**src/rtl/load_store_unit.sv**
```systemverilog
// load_store_unit: RV32 data-memory access stage.
// Runs a req/ack transaction per load/store, formats store lanes and
// load sign/zero extension, and stalls the core until the access retires.
module load_store_unit (
    input  logic        clk,
    input  logic        rst,
    input  logic        mem_read,
    input  logic        mem_write,
    input  logic [2:0]  funct3,
    input  logic [31:0] addr,
    input  logic [31:0] wdata,
    output logic        stall,
    output logic [31:0] load_data,
    output logic        fault,
    output logic        dmem_req,
    output logic        dmem_we,
    output logic [31:0] dmem_addr,
    output logic [31:0] dmem_wdata,
    output logic [3:0]  dmem_wstrb,
    input  logic        dmem_ack,
    input  logic [31:0] dmem_rdata
);

    localparam int unsigned XLEN = 32;

    typedef enum logic [1:0] {
        IDLE = 2'd0,
        BUSY = 2'd1,
        DONE = 2'd2
    } state_t;

    state_t            state;
    logic [2:0]        f3_q;
    logic [1:0]        off_q;

    logic              op;
    logic              illegal;
    logic              misaligned;
    logic              fault_raw;
    logic              accept;
    logic [XLEN-1:0]   st_wdata;
    logic [3:0]        st_wstrb;
    logic [7:0]        ld_byte;
    logic [15:0]       ld_half;
    logic [XLEN-1:0]   ld_fmt;

    // Access legality: illegal size encodings, misalignment, or read+write together
    always_comb begin
        op         = mem_read | mem_write;
        illegal    = 1'b0;
        misaligned = 1'b0;
        if (mem_write) begin
            illegal = (funct3 != 3'd0) && (funct3 != 3'd1) && (funct3 != 3'd2);
        end else begin
            illegal = (funct3 == 3'd3) || (funct3 == 3'd6) || (funct3 == 3'd7);
        end
        if (funct3[1:0] == 2'd1) begin
            misaligned = addr[0];
        end else if (funct3[1:0] == 2'd2) begin
            misaligned = (addr[1:0] != 2'b00);
        end
        fault_raw = op & ((mem_read & mem_write) | illegal | misaligned);
        accept    = (state == IDLE) & op & ~fault_raw;
        fault     = (state == IDLE) & fault_raw;
        stall     = (state == BUSY) | accept;
    end

    // Store lane replication and byte enables from the incoming address
    always_comb begin
        st_wdata = wdata;
        st_wstrb = 4'b1111;
        case (funct3[1:0])
            2'd0: begin
                st_wdata = {4{wdata[7:0]}};
                st_wstrb = 4'b0001 << addr[1:0];
            end
            2'd1: begin
                st_wdata = {2{wdata[15:0]}};
                st_wstrb = addr[1] ? 4'b1100 : 4'b0011;
            end
            default: begin
                st_wdata = wdata;
                st_wstrb = 4'b1111;
            end
        endcase
    end

    // Load lane select and extension using the latched size and offset
    always_comb begin
        ld_byte = dmem_rdata[{off_q, 3'b000} +: 8];
        ld_half = dmem_rdata[{off_q[1], 4'b0000} +: 16];
        case (f3_q)
            3'd0:    ld_fmt = {{24{ld_byte[7]}}, ld_byte};
            3'd1:    ld_fmt = {{16{ld_half[15]}}, ld_half};
            3'd4:    ld_fmt = {24'd0, ld_byte};
            3'd5:    ld_fmt = {16'd0, ld_half};
            default: ld_fmt = dmem_rdata;
        endcase
    end

    // Transaction FSM with registered memory-port outputs and load result
    always_ff @(posedge clk) begin
        if (rst) begin
            state      <= IDLE;
            f3_q       <= 3'd0;
            off_q      <= 2'd0;
            dmem_req   <= 1'b0;
            dmem_we    <= 1'b0;
            dmem_addr  <= 32'd0;
            dmem_wdata <= 32'd0;
            dmem_wstrb <= 4'd0;
            load_data  <= 32'd0;
        end else begin
            case (state)
                IDLE: begin
                    if (accept) begin
                        f3_q       <= funct3;
                        off_q      <= addr[1:0];
                        dmem_req   <= 1'b1;
                        dmem_we    <= mem_write;
                        dmem_addr  <= {addr[31:2], 2'b00};
                        dmem_wdata <= mem_write ? st_wdata : 32'd0;
                        dmem_wstrb <= mem_write ? st_wstrb : 4'b0000;
                        state      <= BUSY;
                    end
                end
                BUSY: begin
                    if (dmem_ack) begin
                        dmem_req <= 1'b0;
                        if (!dmem_we) begin
                            load_data <= ld_fmt;
                        end
                        state <= DONE;
                    end
                end
                DONE: begin
                    state <= IDLE;
                end
                default: begin
                    state    <= IDLE;
                    dmem_req <= 1'b0;
                end
            endcase
        end
    end

endmodule

```
**config.mk**
```make
export PLATFORM = sky130hd
export DESIGN_NAME = load_store_unit
export DESIGN_NICKNAME = d
export VERILOG_FILES = /design/src/rtl/load_store_unit.sv
export SDC_FILE = /design/constraint.sdc
export NUM_CORES = 1
export LEC_CHECK = 0
export BUFFER_PORTS_ARGS = -buffer_cell sky130_fd_sc_hd__buf_2
export CAP_MARGIN = 20
export CORE_ASPECT_RATIO = 0.5
export CORE_MARGIN = 10
export CORE_UTILIZATION = 49
export DETAILED_ROUTE_END_ITERATION = 16
export PLACE_DENSITY = 0.8
export SYNTH_ARGS = -nofsm -noshare
export SYNTH_HDL_FRONTEND = slang
export SYNTH_SLANG_ARGS = --single-unit
```
**constraint.sdc**
```tcl
create_clock -name clk -period 1.8 [get_ports clk]
set_input_delay 0.36 -clock clk [delete_from_list [all_inputs] [get_ports clk]]
set_output_delay 0.36 -clock clk [all_outputs]
set_load 0.01 [all_outputs]
```
Word-level counts from Yosys, hierarchy flattened
Cells that the tools add are included.
- flip-flop bits (word level): 107
- output and inout bits: 104
- input bits: 104
- word-level logic and storage cells: 66
- reduce and logical (&&, ||, !) cells: 13
- equality and inequality tests: 14
- shift operators: 3
- multiplexer cells: 15
- bitwise logic cells: 12
- operators with widths (cell ; count):
    32-bit case mux with 4 select lines ; 1
    32-bit case mux with 2 select lines ; 1
    32-bit 2-to-1 mux ; 1
    32-bit by 6-bit indexed part select with 16-bit output ; 1
    32-bit by 6-bit indexed part select with 8-bit output ; 1
    3-bit equality test, second input constant ; 4
    4-bit 2-to-1 mux ; 2
    4-bit case mux with 2 select lines ; 1
    3-bit AND reduction ; 2
    1-bit bitwise AND ; 5
    1-bit 2-to-1 mux ; 5
    2-bit by 1-bit equality test with 1-bit output, second input constant ; 2
    2-bit equality test, second input constant ; 2
    2-bit zero test ; 2
    2-bit 2-to-1 mux ; 2
    2-bit inequality test, second input constant ; 2
    1-bit bitwise OR ; 4
    2-bit case mux with 2 select lines ; 1
    2-bit AND reduction ; 2
    1-bit by 2-bit << shifter with 4-bit output, first input constant ; 1
    3-bit by 1-bit equality test with 1-bit output, second input constant ; 1
    3-bit by 2-bit equality test with 1-bit output, second input constant ; 1
    3-bit zero test ; 1
    3-bit by 1-bit inequality test with 1-bit output, second input constant ; 1
    other kinds (7) ; 11

Depth between registers and ports, before layout
Gate-level depths: netlist of run 1.
- depth after elaboration: 11
- depth in mapped cells: 7

Least setup slack after synthesis of run 1
Ideal clock, no wire load.
- path type: input to output
- from: input addr[1]
- to: output stall
- stages: 6
- data required time: 1440 ps
- slack: 152 ps
- data arrival time: 1288 ps
- path through: o31ai_2 > and3_1 > buf_6 > buf_4 > nand2_1 > o21ai_0
- word-level cells in the longest chain between the ends: 8
- RTL lines (element ; RTL line ; source):
    start: declaration ; 10 ; input logic [31:0] addr,
    2-bit nonzero test ; 60 ; misaligned = (addr[1:0] != 2'b00);
    1-bit 2-to-1 mux ; 59 ; end else if (funct3[1:0] == 2'd2) begin
    1-bit 2-to-1 mux ; 57 ; if (funct3[1:0] == 2'd1) begin
    1-bit bitwise OR ; 62 ; fault_raw = op & ((mem_read & mem_write) | illegal | misaligned);
    1-bit bitwise AND ; 62 ;
    1-bit NOT ; 63 ; accept = (state == IDLE) & op & ~fault_raw;
    1-bit bitwise AND ; 63 ;
    1-bit bitwise OR ; 65 ; stall = (state == BUSY) | accept;
    end: declaration ; 12 ; output logic stall,
Every way passes these cells.

Worst setup path after layout of run 1
- from: register state[1]
- to: output fault
- word-level cells in the longest chain between the ends: 2
- RTL lines (element ; RTL line ; source):
    start: declaration ; 32 ; state_t state;
    start signal: assignment ; 104 ; state <= IDLE;
    start signal: assignment ; 124 ; state <= BUSY;
    start signal: assignment ; 133 ; state <= DONE;
    2-bit zero test ; 64 ; fault = (state == IDLE) & fault_raw;
    1-bit bitwise AND ; 64 ;
    end: declaration ; 14 ; output logic fault,
Every way passes these cells.

==> results.sh, run 1 <==
export IMPL_outcome="finished, final reports clean"
export IMPL_ir_drop_v=0.0005185
export IMPL_grt_pass1_vias=4953
export IMPL_numCtsBuffers=9
export IMPL_powerDensity_nw_per_um2=854.0
export IMPL_reg2reg_to="load_data[1]$_SDFFE_PP0P_"
export IMPL_yosys_warnings=0
export IMPL_reg2reg_depth=5
export IMPL_final_core_util_pct=65.19
export IMPL_multi_input_area_um2=2625
export IMPL_htree_levels=3
export IMPL_wl_per_cell_um=18.50
export IMPL_met3_usage_pct=6.601
export IMPL_syn_inst=568
export IMPL_clk_pin_slew_ps=70
export IMPL_grt_pass1_wl_um=26100
export IMPL_p_total_w=0.005668
export IMPL_drive_above_1_share_pct=39.71
export IMPL_cts_hold_buf=0
export IMPL_rows=26
export IMPL_hold_viol_final=0
export IMPL_first_pass_iters=5
export IMPL_p_leak_nw=2.858
export IMPL_cap_violations=0
export IMPL_arrival_ps=1400
export IMPL_area_growth_pct=30.02
export IMPL_dieWidth_um=164.3
export IMPL_grt_busiest_layer="met2"
export IMPL_grt_usage_pct=20.88
export IMPL_setup_viol=0
export IMPL_antenna_found_initial=2
export IMPL_timing_critical_path_to="fault"
export IMPL_register_area_um2=2143
export IMPL_totalWireLength_um=16740
export IMPL_ios=208
export IMPL_regToRegSetupSlack_ps=130
export IMPL_dp_hpwl_um=12280
export IMPL_post_cts_buffers=0
export IMPL_vias_per_cell=5.624
export IMPL_fillers=869
export IMPL_max_freq_mhz=569.3
export IMPL_met2_usage_pct=34.06
export IMPL_final_min_clock_period_ps=1756
export IMPL_die_h_um=92.18
export IMPL_grt_met1_usage_pct=25.46
export IMPL_ant_nets=0
export IMPL_worstPathMaxFanout=18
export IMPL_clk_latency_ps=350
export IMPL_syn_cell_area_um2=5105
export IMPL_start_kind="flop"
export IMPL_critPathLaunch="state[1]$_SDFFE_PP0P_"
export IMPL_synth_avg_cell_area_um2=8.987
export IMPL_hold_class="primary input to flop"
export IMPL_die_area_um2=15150
export IMPL_grt_overflow_total=0
export IMPL_vias=5090
export IMPL_crit_type="flop to primary output"
export IMPL_initial_core_util_pct=50.14
export IMPL_grt_max_degree=36
export IMPL_drc=0
export IMPL_cts_buffer_depth=2
export IMPL_period_share_pct=97.58
export IMPL_gp_congestion=0.8706
export IMPL_cts_root_buf="clkbuf_16"
export IMPL_fp_coreArea_um2=10180
export IMPL_cts_tree="done"
export IMPL_drv_slew=0
export IMPL_reg2reg_from="off_q[0]$_SDFFE_PP0P_"
export IMPL_clock_skew_ps=8.884
export IMPL_ys_seq_elements=107
export IMPL_grt_setup_unrepaired="yes"
export IMPL_seq_area_frac_synth_pct=41.96
export IMPL_first_iter_violations=444
export IMPL_io_buffers=205
export IMPL_clkSinkCount=107
export IMPL_netlist_cell_type_count=41
export IMPL_cp_required_ps=1440
export IMPL_crit_path_end_kind="primary output"
export IMPL_nNetsFinal=863
layer usage:
| layer | part of all wire, % | vias to the layer above |
|---|---|---|
| met5 | 0 | - |
| met1 | 41 | 2392 |
| met2 | 47 | 200 |
| met4 | 2.8 | 0 |
| li1 | - | 2461 |
| met3 | 8.7 | 37 |
synthesized netlist by cell type (all sizes together):
library cell  count  area share, %
nand3            36            3.5
mux2             15            3.3
a21oi            72            7.1
nor3              1          0.098
nand2b            5           0.61
mux2i            27            5.3
nand4b            1           0.47
a211oi           24            3.6
nand3b            8            1.2
nor4bb            7            1.4
o22a              7            1.2
nand4            16            2.0
nor2             41            3.2
o21a              1           0.15
a21boi            1           0.22
nor4b             1           0.17
or3               1           0.12
a21bo             1           0.20
nand2            32            2.4
o21ba             1           0.20
buf              34            4.9
a311oi            8            1.4
and3              1           0.12
o22ai             2           0.25
o2bb2ai          20            5.9
o21ai            63            6.2
dfxtp           107             42
inv               5           0.37
and4bb            1           0.25
conb              1          0.073
o31ai             1           0.25
or2               1           0.12
clkbuf           26            1.9
layout make-up:
class,instances,area share (%)
tap,140,2.639
clock inverter,4,1.112
antenna,2,0.07540
inverter,5,0.2828
sequential,107,32.29
multi-input combinational,397,39.55
clock buffer,11,3.808
timing repair buffer,239,20.25
where the power goes:
part           switching, W  internal, W
Combinational      0.000555     0.000411
Clock              0.000888      0.00129
Sequential        0.0000585      0.00247
Total               0.00150      0.00417
placed cells by master (no fill, tap or decap), drive strengths merged, types with 5 or more instances in the layout:
master   instances
mux2            15
o2bb2ai         20
a311oi           8
o22a             7
nor2            41
inv              5
a211oi          24
a21oi           72
nand4           16
buf            239
nand3           36
nor4bb           7
mux2i           27
dfxtp          107
nand2b           5
nand2           32
o21ai           63
clkbuf          11
nand3b           8
metrics by stage:
step                TNS, ps  worst slack, ps  cells  instance area [um2]  hold slack [ps]
finish                    0            43.59    905                 6638            258.4
global route         -10.09           -10.09    905                 6638            252.4
CTS                       0            14.97    903                 6614            250.6
detailed placement        0            106.0    888                 6277            452.7
global placement          0            126.7    888                 6277            456.0
floorplan                 0            151.9    569                 5109            467.1
timing repair:
action | 4_1_cts | 5_1_grt
endpoints found under the setup margin | 2 | 6
pin swaps | 0 | 1
gates resized for setup | 4 | 3
hold endpoints to repair | 0 | 0
cells by family (layout without fill, tap and decap cells):
logic type      after synthesis  in the layout  synth area share, %
compound gates              201            201                26.64
flops                       107            107                41.96
buf+inv                      65            259                7.157
simple gates                152            152                15.56
other cells                   1              4              0.07346
mux                          42             42                8.603
worst min path at each step:
stage                                      from                     endpoint  slack (ps)  cells past startpoint
floorplan                  f3_q[2]$_SDFFE_PP0P_         f3_q[2]$_SDFFE_PP0P_         470                      2
global placement     dmem_wdata[7]$_SDFFE_PP0P_   dmem_wdata[7]$_SDFFE_PP0P_         460                      2
detailed placement  dmem_wdata[31]$_SDFFE_PP0P_  dmem_wdata[31]$_SDFFE_PP0P_         450                      1
CTS                                     addr[7]    dmem_addr[7]$_SDFFE_PP0P_         250                      3
global route                            addr[6]    dmem_addr[6]$_SDFFE_PP0P_         250                      3
finish                                  addr[6]    dmem_addr[6]$_SDFFE_PP0P_         260                      3
state kept, by name, indices dropped and copies added, names as in the netlist:
register / cells
dmem_req: 1
dmem_addr: 30
dmem_wstrb: 4
load_data: 32
off_q: 2
dmem_wdata: 32
dmem_we: 1
state: 2
f3_q: 3
critical path, cell delays in order, from the launching register on:
cell and delay (ps):
dfxtp_2 360, nor2_4 150, buf_12 160, o21ai_2 90, nor2_1 140, buf_2 160
Power figures use the tool's default switching activity.
==> run 2: changes to the inputs <==
--- a/config.mk
+++ b/config.mk
@@ -11,7 +11,7 @@
 export CORE_MARGIN = 10
 export CORE_UTILIZATION = 49
 export DETAILED_ROUTE_END_ITERATION = 16
-export PLACE_DENSITY = 0.8
+export PLACE_DENSITY = 0.81
 export SYNTH_ARGS = -nofsm -noshare
 export SYNTH_HDL_FRONTEND = slang
 export SYNTH_SLANG_ARGS = --single-unit
==> results.sh, run 2 (synthesis results as in run 1) <==
export IMPL_outcome="finished, final reports clean"
export IMPL_setup_viol=0
export IMPL_p_clk_share_pct=38.2
export IMPL_period_share_pct=97.92
export IMPL_io_buffers=205
export IMPL_hold_viol_final=0
export IMPL_grt_pass1_wl_um=26500
export IMPL_totalWireLength_um=16970
export IMPL_ios=208
export IMPL_p_leak_nw=2.873
export IMPL_met2_usage_pct=36.51
export IMPL_nNetsFinal=867
export IMPL_die_area_um2=15150
export IMPL_dp_hpwl_um=12350
export IMPL_powerDensity_nw_per_um2=851.3
export IMPL_gp_congestion=0.8720
export IMPL_grt_usage_pct=21.41
export IMPL_grt_max_degree=54
export IMPL_dieWidth_um=164.3
export IMPL_layout_commonest_cell="buf_2"
export IMPL_start_kind="primary input"
export IMPL_cts_hold_buf=0
export IMPL_grt_met1_usage_pct=24.85
export IMPL_clkSinkCount=107
export IMPL_die_h_um=92.18
export IMPL_grt_overflow_total=0
export IMPL_crit_chain="buf_2 > o21ai_0 > and3_2 > nand2_1 > o21ai_0 > buf_2"
export IMPL_grt_pass1_vias=5100
export IMPL_cts_root_buf="clkbuf_16"
export IMPL_final_min_clock_period_ps=1763
export IMPL_first_iter_violations=414
export IMPL_clock_skew_ps=12.17
export IMPL_fillers=843
export IMPL_fp_coreArea_um2=10180
export IMPL_clk_latency_ps=350
export IMPL_wl_per_cell_um=18.67
export IMPL_cap_violations=0
export IMPL_dp_slack_ps=95.59
export IMPL_arrival_ps=1400
export IMPL_slew_limit_headroom_pct=62.03
export IMPL_reg2reg_to="load_data[1]$_SDFFE_PP0P_"
export IMPL_max_freq_mhz=567.3
export IMPL_drc=0
export IMPL_crit_path_end_kind="primary output"
export IMPL_swShare_pct=27.36
export IMPL_critPathLaunch="funct3[2]"
export IMPL_tightest_slew_ps=569.5
export IMPL_setup_ws_ps=37.39
export IMPL_p_int_w=0.004130
export IMPL_cts_tree="done"
export IMPL_regToRegSetupSlack_ps=170
export IMPL_met3_usage_pct=6.646
export IMPL_layout_common_cells="205 x buf_2, 105 x dfxtp_1, 70 x a21oi_1"
export IMPL_crit_slowest_cell="and3_2"
export IMPL_drive_above_1_share_pct=40.10
export IMPL_reg_top3="dmem_wdata: 32 flops, load_data: 32 flops, dmem_addr: 30 flops"
export IMPL_cp_required_ps=1440
export IMPL_crit_type="primary input to primary output"
export IMPL_numCtsBuffers=9
export IMPL_max_stage_delay_ps=300
export IMPL_ir_drop_v=0.0004398
export IMPL_timing_critical_path_to="stall"
export IMPL_setup_tns_final_ps=0
export IMPL_rows=26
export IMPL_cts_buffer_depth=2
export IMPL_pwr_share_seq_pct=44.5
export IMPL_p_switching_w=0.001556
export IMPL_worstPathMaxFanout=4
export IMPL_antenna_found_initial=1
export IMPL_htree_levels=3
export IMPL_min_from="addr[5]"
export IMPL_first_pass_iters=5
export IMPL_grt_busiest_layer="met2"
export IMPL_clk_pin_slew_ps=70
export IMPL_initial_core_util_pct=50.14
export IMPL_vias_per_cell=5.737
export IMPL_hold_class="primary input to flop"
export IMPL_reg2reg_depth=5
export IMPL_vias=5215
export IMPL_reg2reg_from="f3_q[0]$_SDFFE_PP0P_"
export IMPL_area_growth_pct=30.83
export IMPL_drv_slew=0
export IMPL_ant_nets=0
export IMPL_pwr_share_comb_pct=17.3
-- run 2: cell types whose count changed in the layout (fill, tap and decap cells not counted), sizes merged --
cell and change:
inv +1, clkbuf -1, clkinv +1, diode -1
buf +4
-- run 2: how the worst min path moves through the flow --
stage / to / slack, ps / depth (start not counted)
2_1_floorplan: f3_q[2]$_SDFFE_PP0P_ / 470 / 2
3_3_place_gp: dmem_wdata[15]$_SDFFE_PP0P_ / 460 / 1
3_5_place_dp: dmem_wdata[12]$_SDFFE_PP0P_ / 450 / 1
4_1_cts: dmem_addr[5]$_SDFFE_PP0P_ / 250 / 3
5_1_grt: dmem_addr[2]$_SDFFE_PP0P_ / 260 / 3
6_report: dmem_addr[5]$_SDFFE_PP0P_ / 250 / 3
-- run 2: final cells by class --
| type | instances | area, um2 | area share, % |
|---|---|---|---|
| inverter | 5 | 18.77 | 0.2810 |
| multi-input combinational | 397 | 2625 | 39.30 |
| clock buffer | 10 | 229.0 | 3.428 |
| antenna | 1 | 2.502 | 0.03747 |
| timing repair buffer | 243 | 1386 | 20.76 |
| sequential | 107 | 2145 | 32.11 |
| tap | 140 | 175.2 | 2.623 |
| clock inverter | 6 | 97.59 | 1.461 |
-- run 2: power by group through the flow --
stage / clock (W) / combinational, W / sequential (W)
6_report: 0.00217 / 0.000984 / 0.00253
5_1_grt: 0.00228 / 0.00107 / 0.00254
4_1_cts: 0.00219 / 0.000955 / 0.00253
3_3_place_gp: 0 / 0.000926 / 0.00258
3_5_place_dp: 0 / 0.000944 / 0.00258
2_1_floorplan: 0 / 0.000520 / 0.00262
-- run 2: stage by stage --
step / utilization, % / std cells / total power [W] / hold slack, ps / cell area (um2)
final: 65.59 / 909 / 0.005686 / 253.6 / 6679
after global routing: 65.59 / 909 / 0.005892 / 256.6 / 6679
after CTS: 64.94 / 902 / 0.005677 / 249.2 / 6613
after detailed placement: 61.62 / 886 / 0.003526 / 453.0 / 6275
after global placement: 61.62 / 886 / 0.003505 / 455.5 / 6275
after floorplan: - / 569 / 0.003136 / 467.1 / 5109
-- run 2: critical path, delay by kind of cell --
| family | cells | cell delay, ps |
|---|---|---|
| AND/OR/NAND/NOR | 2 | 380 |
| AO/OA/AOI/OAI | 2 | 360 |
| buffers and inverters | 2 | 290 |
-- run 2: timing repair --
| item | CTS | global route |
|---|---|---|
| setup buffers | 0 | 6 |
| resized for setup | 3 | 6 |
| endpoints found under the setup margin | 2 | 11 |
| gates cloned | 0 | 0 |
| pin swaps | 0 | 1 |
-- run 2: routing by layer --
layer | part of all wire, % | up-vias
li1 | - | 2475
met1 | 40 | 2462
met2 | 48 | 243
met3 | 8.9 | 35
met4 | 2.7 | 0
met5 | 0 | -
==> run 3: changes to the inputs <==
--- a/config.mk
+++ b/config.mk
@@ -7,11 +7,13 @@
 export LEC_CHECK = 0
 export BUFFER_PORTS_ARGS = -buffer_cell sky130_fd_sc_hd__buf_2
 export CAP_MARGIN = 20
+export CELL_PAD_IN_SITES_DETAIL_PLACEMENT = 0
+export CELL_PAD_IN_SITES_GLOBAL_PLACEMENT = 1
 export CORE_ASPECT_RATIO = 0.5
 export CORE_MARGIN = 10
-export CORE_UTILIZATION = 49
+export CORE_UTILIZATION = 35
 export DETAILED_ROUTE_END_ITERATION = 16
-export PLACE_DENSITY = 0.81
+export PLACE_DENSITY_LB_ADDON = 0.1
 export SYNTH_ARGS = -nofsm -noshare
 export SYNTH_HDL_FRONTEND = slang
 export SYNTH_SLANG_ARGS = --single-unit
==> results.sh, run 3 (synthesis results as in run 1) <==
export IMPL_cts_buffer_depth=2
export IMPL_grt_pass1_vias=5101
export IMPL_max_stage_delay_ps=370
export IMPL_n_antenna_cell=0
export IMPL_antenna_found_initial=0
export IMPL_fin_area_um2=6780
export IMPL_totalWireLength_um=18560
export IMPL_start_kind="flop"
export IMPL_cts_hold_buf=0
export IMPL_layout_commonest_cell="buf_2"
export IMPL_ir_drop_v=0.0004715
export IMPL_holdPathEnd="dmem_addr[24]$_SDFFE_PP0P_"
export IMPL_grt_overflow_total=0
export IMPL_htree_levels=3
export IMPL_crit_path_end_kind="primary output"
export IMPL_wl_per_cell_um=19.19
export IMPL_crit_chain="nor2_4 > o21ai_4 > buf_12 > nor2_4 > buf_2"
export IMPL_powerDensity_nw_per_um2=820.2
export IMPL_cts_root_buf="clkbuf_16"
export IMPL_cap_violations=0
export IMPL_first_iter_violations=365
export IMPL_clk_latency_ps=350
export IMPL_hold_viol_final=0
export IMPL_setup_tns_final_ps=0
export IMPL_reg2reg_from="f3_q[0]$_SDFFE_PP0P_"
export IMPL_area_growth_pct=32.82
export IMPL_drc=0
export IMPL_grt_pass1_wl_um=28360
export IMPL_crit_type="flop to primary output"
export IMPL_ant_nets=0
export IMPL_reg2reg_depth=5
export IMPL_vias=4991
export IMPL_numCtsBuffers=9
export IMPL_clkSinkCount=107
export IMPL_rows=31
export IMPL_period_share_pct=94.33
export IMPL_drive_above_1_share_pct=40.57
export IMPL_first_pass_iters=4
export IMPL_worstPathMaxFanout=15
export IMPL_vias_per_cell=5.161
export IMPL_fillers=1463
export IMPL_gp_congestion=0.8346
export IMPL_ios=208
export IMPL_final_min_clock_period_ps=1698
export IMPL_hold_depth=3
export IMPL_die_h_um=105.4
export IMPL_regToRegSetupSlack_ps=230
export IMPL_arrival_ps=1340
export IMPL_layout_common_cells="205 x buf_2, 104 x dfxtp_1, 70 x a21oi_1"
export IMPL_hold_class="primary input to flop"
export IMPL_crit_top_cell="nor2_4"
export IMPL_reg_top3="dmem_wdata: 32 flops, load_data: 32 flops, dmem_addr: 30 flops"
export IMPL_crit_slowest_cell="dfxtp_4"
export IMPL_dieWidth_um=190.8
export IMPL_max_freq_mhz=589.0
export IMPL_io_buffers=205
export IMPL_initial_core_util_pct=35.48
export IMPL_clk_pin_slew_ps=80
export IMPL_cts_tree="done"
export IMPL_dp_hpwl_um=13340
export IMPL_p_total_w=0.005561
export IMPL_min_from="addr[24]"
export IMPL_reg2reg_to="load_data[10]$_SDFFE_PP0P_"
export IMPL_clock_skew_ps=14.28
export IMPL_setup_viol=0
export IMPL_fp_coreArea_um2=14390
export IMPL_p_leak_nw=2.878
export IMPL_grt_max_degree=48
export IMPL_nNetsFinal=868
export IMPL_die_area_um2=20110
export IMPL_grt_usage_pct=17.35
export IMPL_grt_setup_unrepaired="no"
export IMPL_cp_required_ps=1440
export IMPL_place_area_um2=6402
export IMPL_outcome="finished, final reports clean"
export IMPL_drv_slew=0
[run 3: cell count changes in the layout (fill, tap and decap cells not counted), sizes merged]
| cell | delta |
|---|---|
| bufinv | -2 |
| clkinvlp | +1 |
| diode | -1 |
| inv | +2 |
[run 3: routing by layer]
layer,routed length (um),track usage [%]
met1,8609,22.67
met2,8170,26.80
met3,1614,6.414
met4,161,3.575
met5,0,0
[run 3: final cells by class]
class / instances / area (um2) / share of cell area, %
Tap cell: 198 / 247.7 / 3.654
Timing Repair Buffer: 244 / 1424 / 21.00
Clock inverter: 7 / 80.08 / 1.181
Clock buffer: 9 / 225.2 / 3.322
Multi-Input combinational cell: 397 / 2636 / 38.88
Sequential cell: 107 / 2148 / 31.68
Inverter: 5 / 18.77 / 0.2768
[run 3: worst max path at each step]
stage | startpoint | end | slack [ps] | cells past startpoint
after global routing | funct3[0] | stall | 4 | 6
after CTS | state[1]$_SDFFE_PP0P_ | fault | 0.4 | 5
after detailed placement | addr[1] | dmem_wdata[24]$_SDFFE_PP0P_ | 80 | 7
after floorplan | addr[1] | stall | 150 | 6
after global placement | addr[1] | stall | 90 | 6
final | state[1]$_SDFFE_PP0P_ | fault | 100 | 5
[run 3: critical path, delay by kind of cell (launching register included)]
| kind | cells | cell delay [ps] |
|---|---|---|
| and+or+nand+nor | 2 | 230 |
| DFF | 1 | 370 |
| buffers and inverters | 2 | 290 |
| AOI/OAI and AO/OA | 1 | 90 |
[run 3: metrics by stage]
step / util, % / std cells / hold WS [ps] / setup WS [ps]
CTS: 46.67 / 963 / 233.9 / 0.4285
floorplan: - / 569 / 467.1 / 151.9
global route: 47.12 / 967 / 238.5 / 4.397
detailed placement: 44.49 / 947 / 454.9 / 81.19
finish: 47.12 / 967 / 250.6 / 102.1
global placement: 44.49 / 947 / 456.2 / 87.84
[run 3: repair_timing]
item,in CTS,in global routing
endpoints found under the setup margin,1,3
cloned,0,1
buffers inserted,0,3
resized for setup,2,8
pin swaps,0,1
[run 3: power breakdown]
part,internal (W),total (W),switching [W]
clock network,0.000992,0.00201,0.00102
logic,0.000442,0.00102,0.000583
registers,0.00246,0.00252,0.0000579
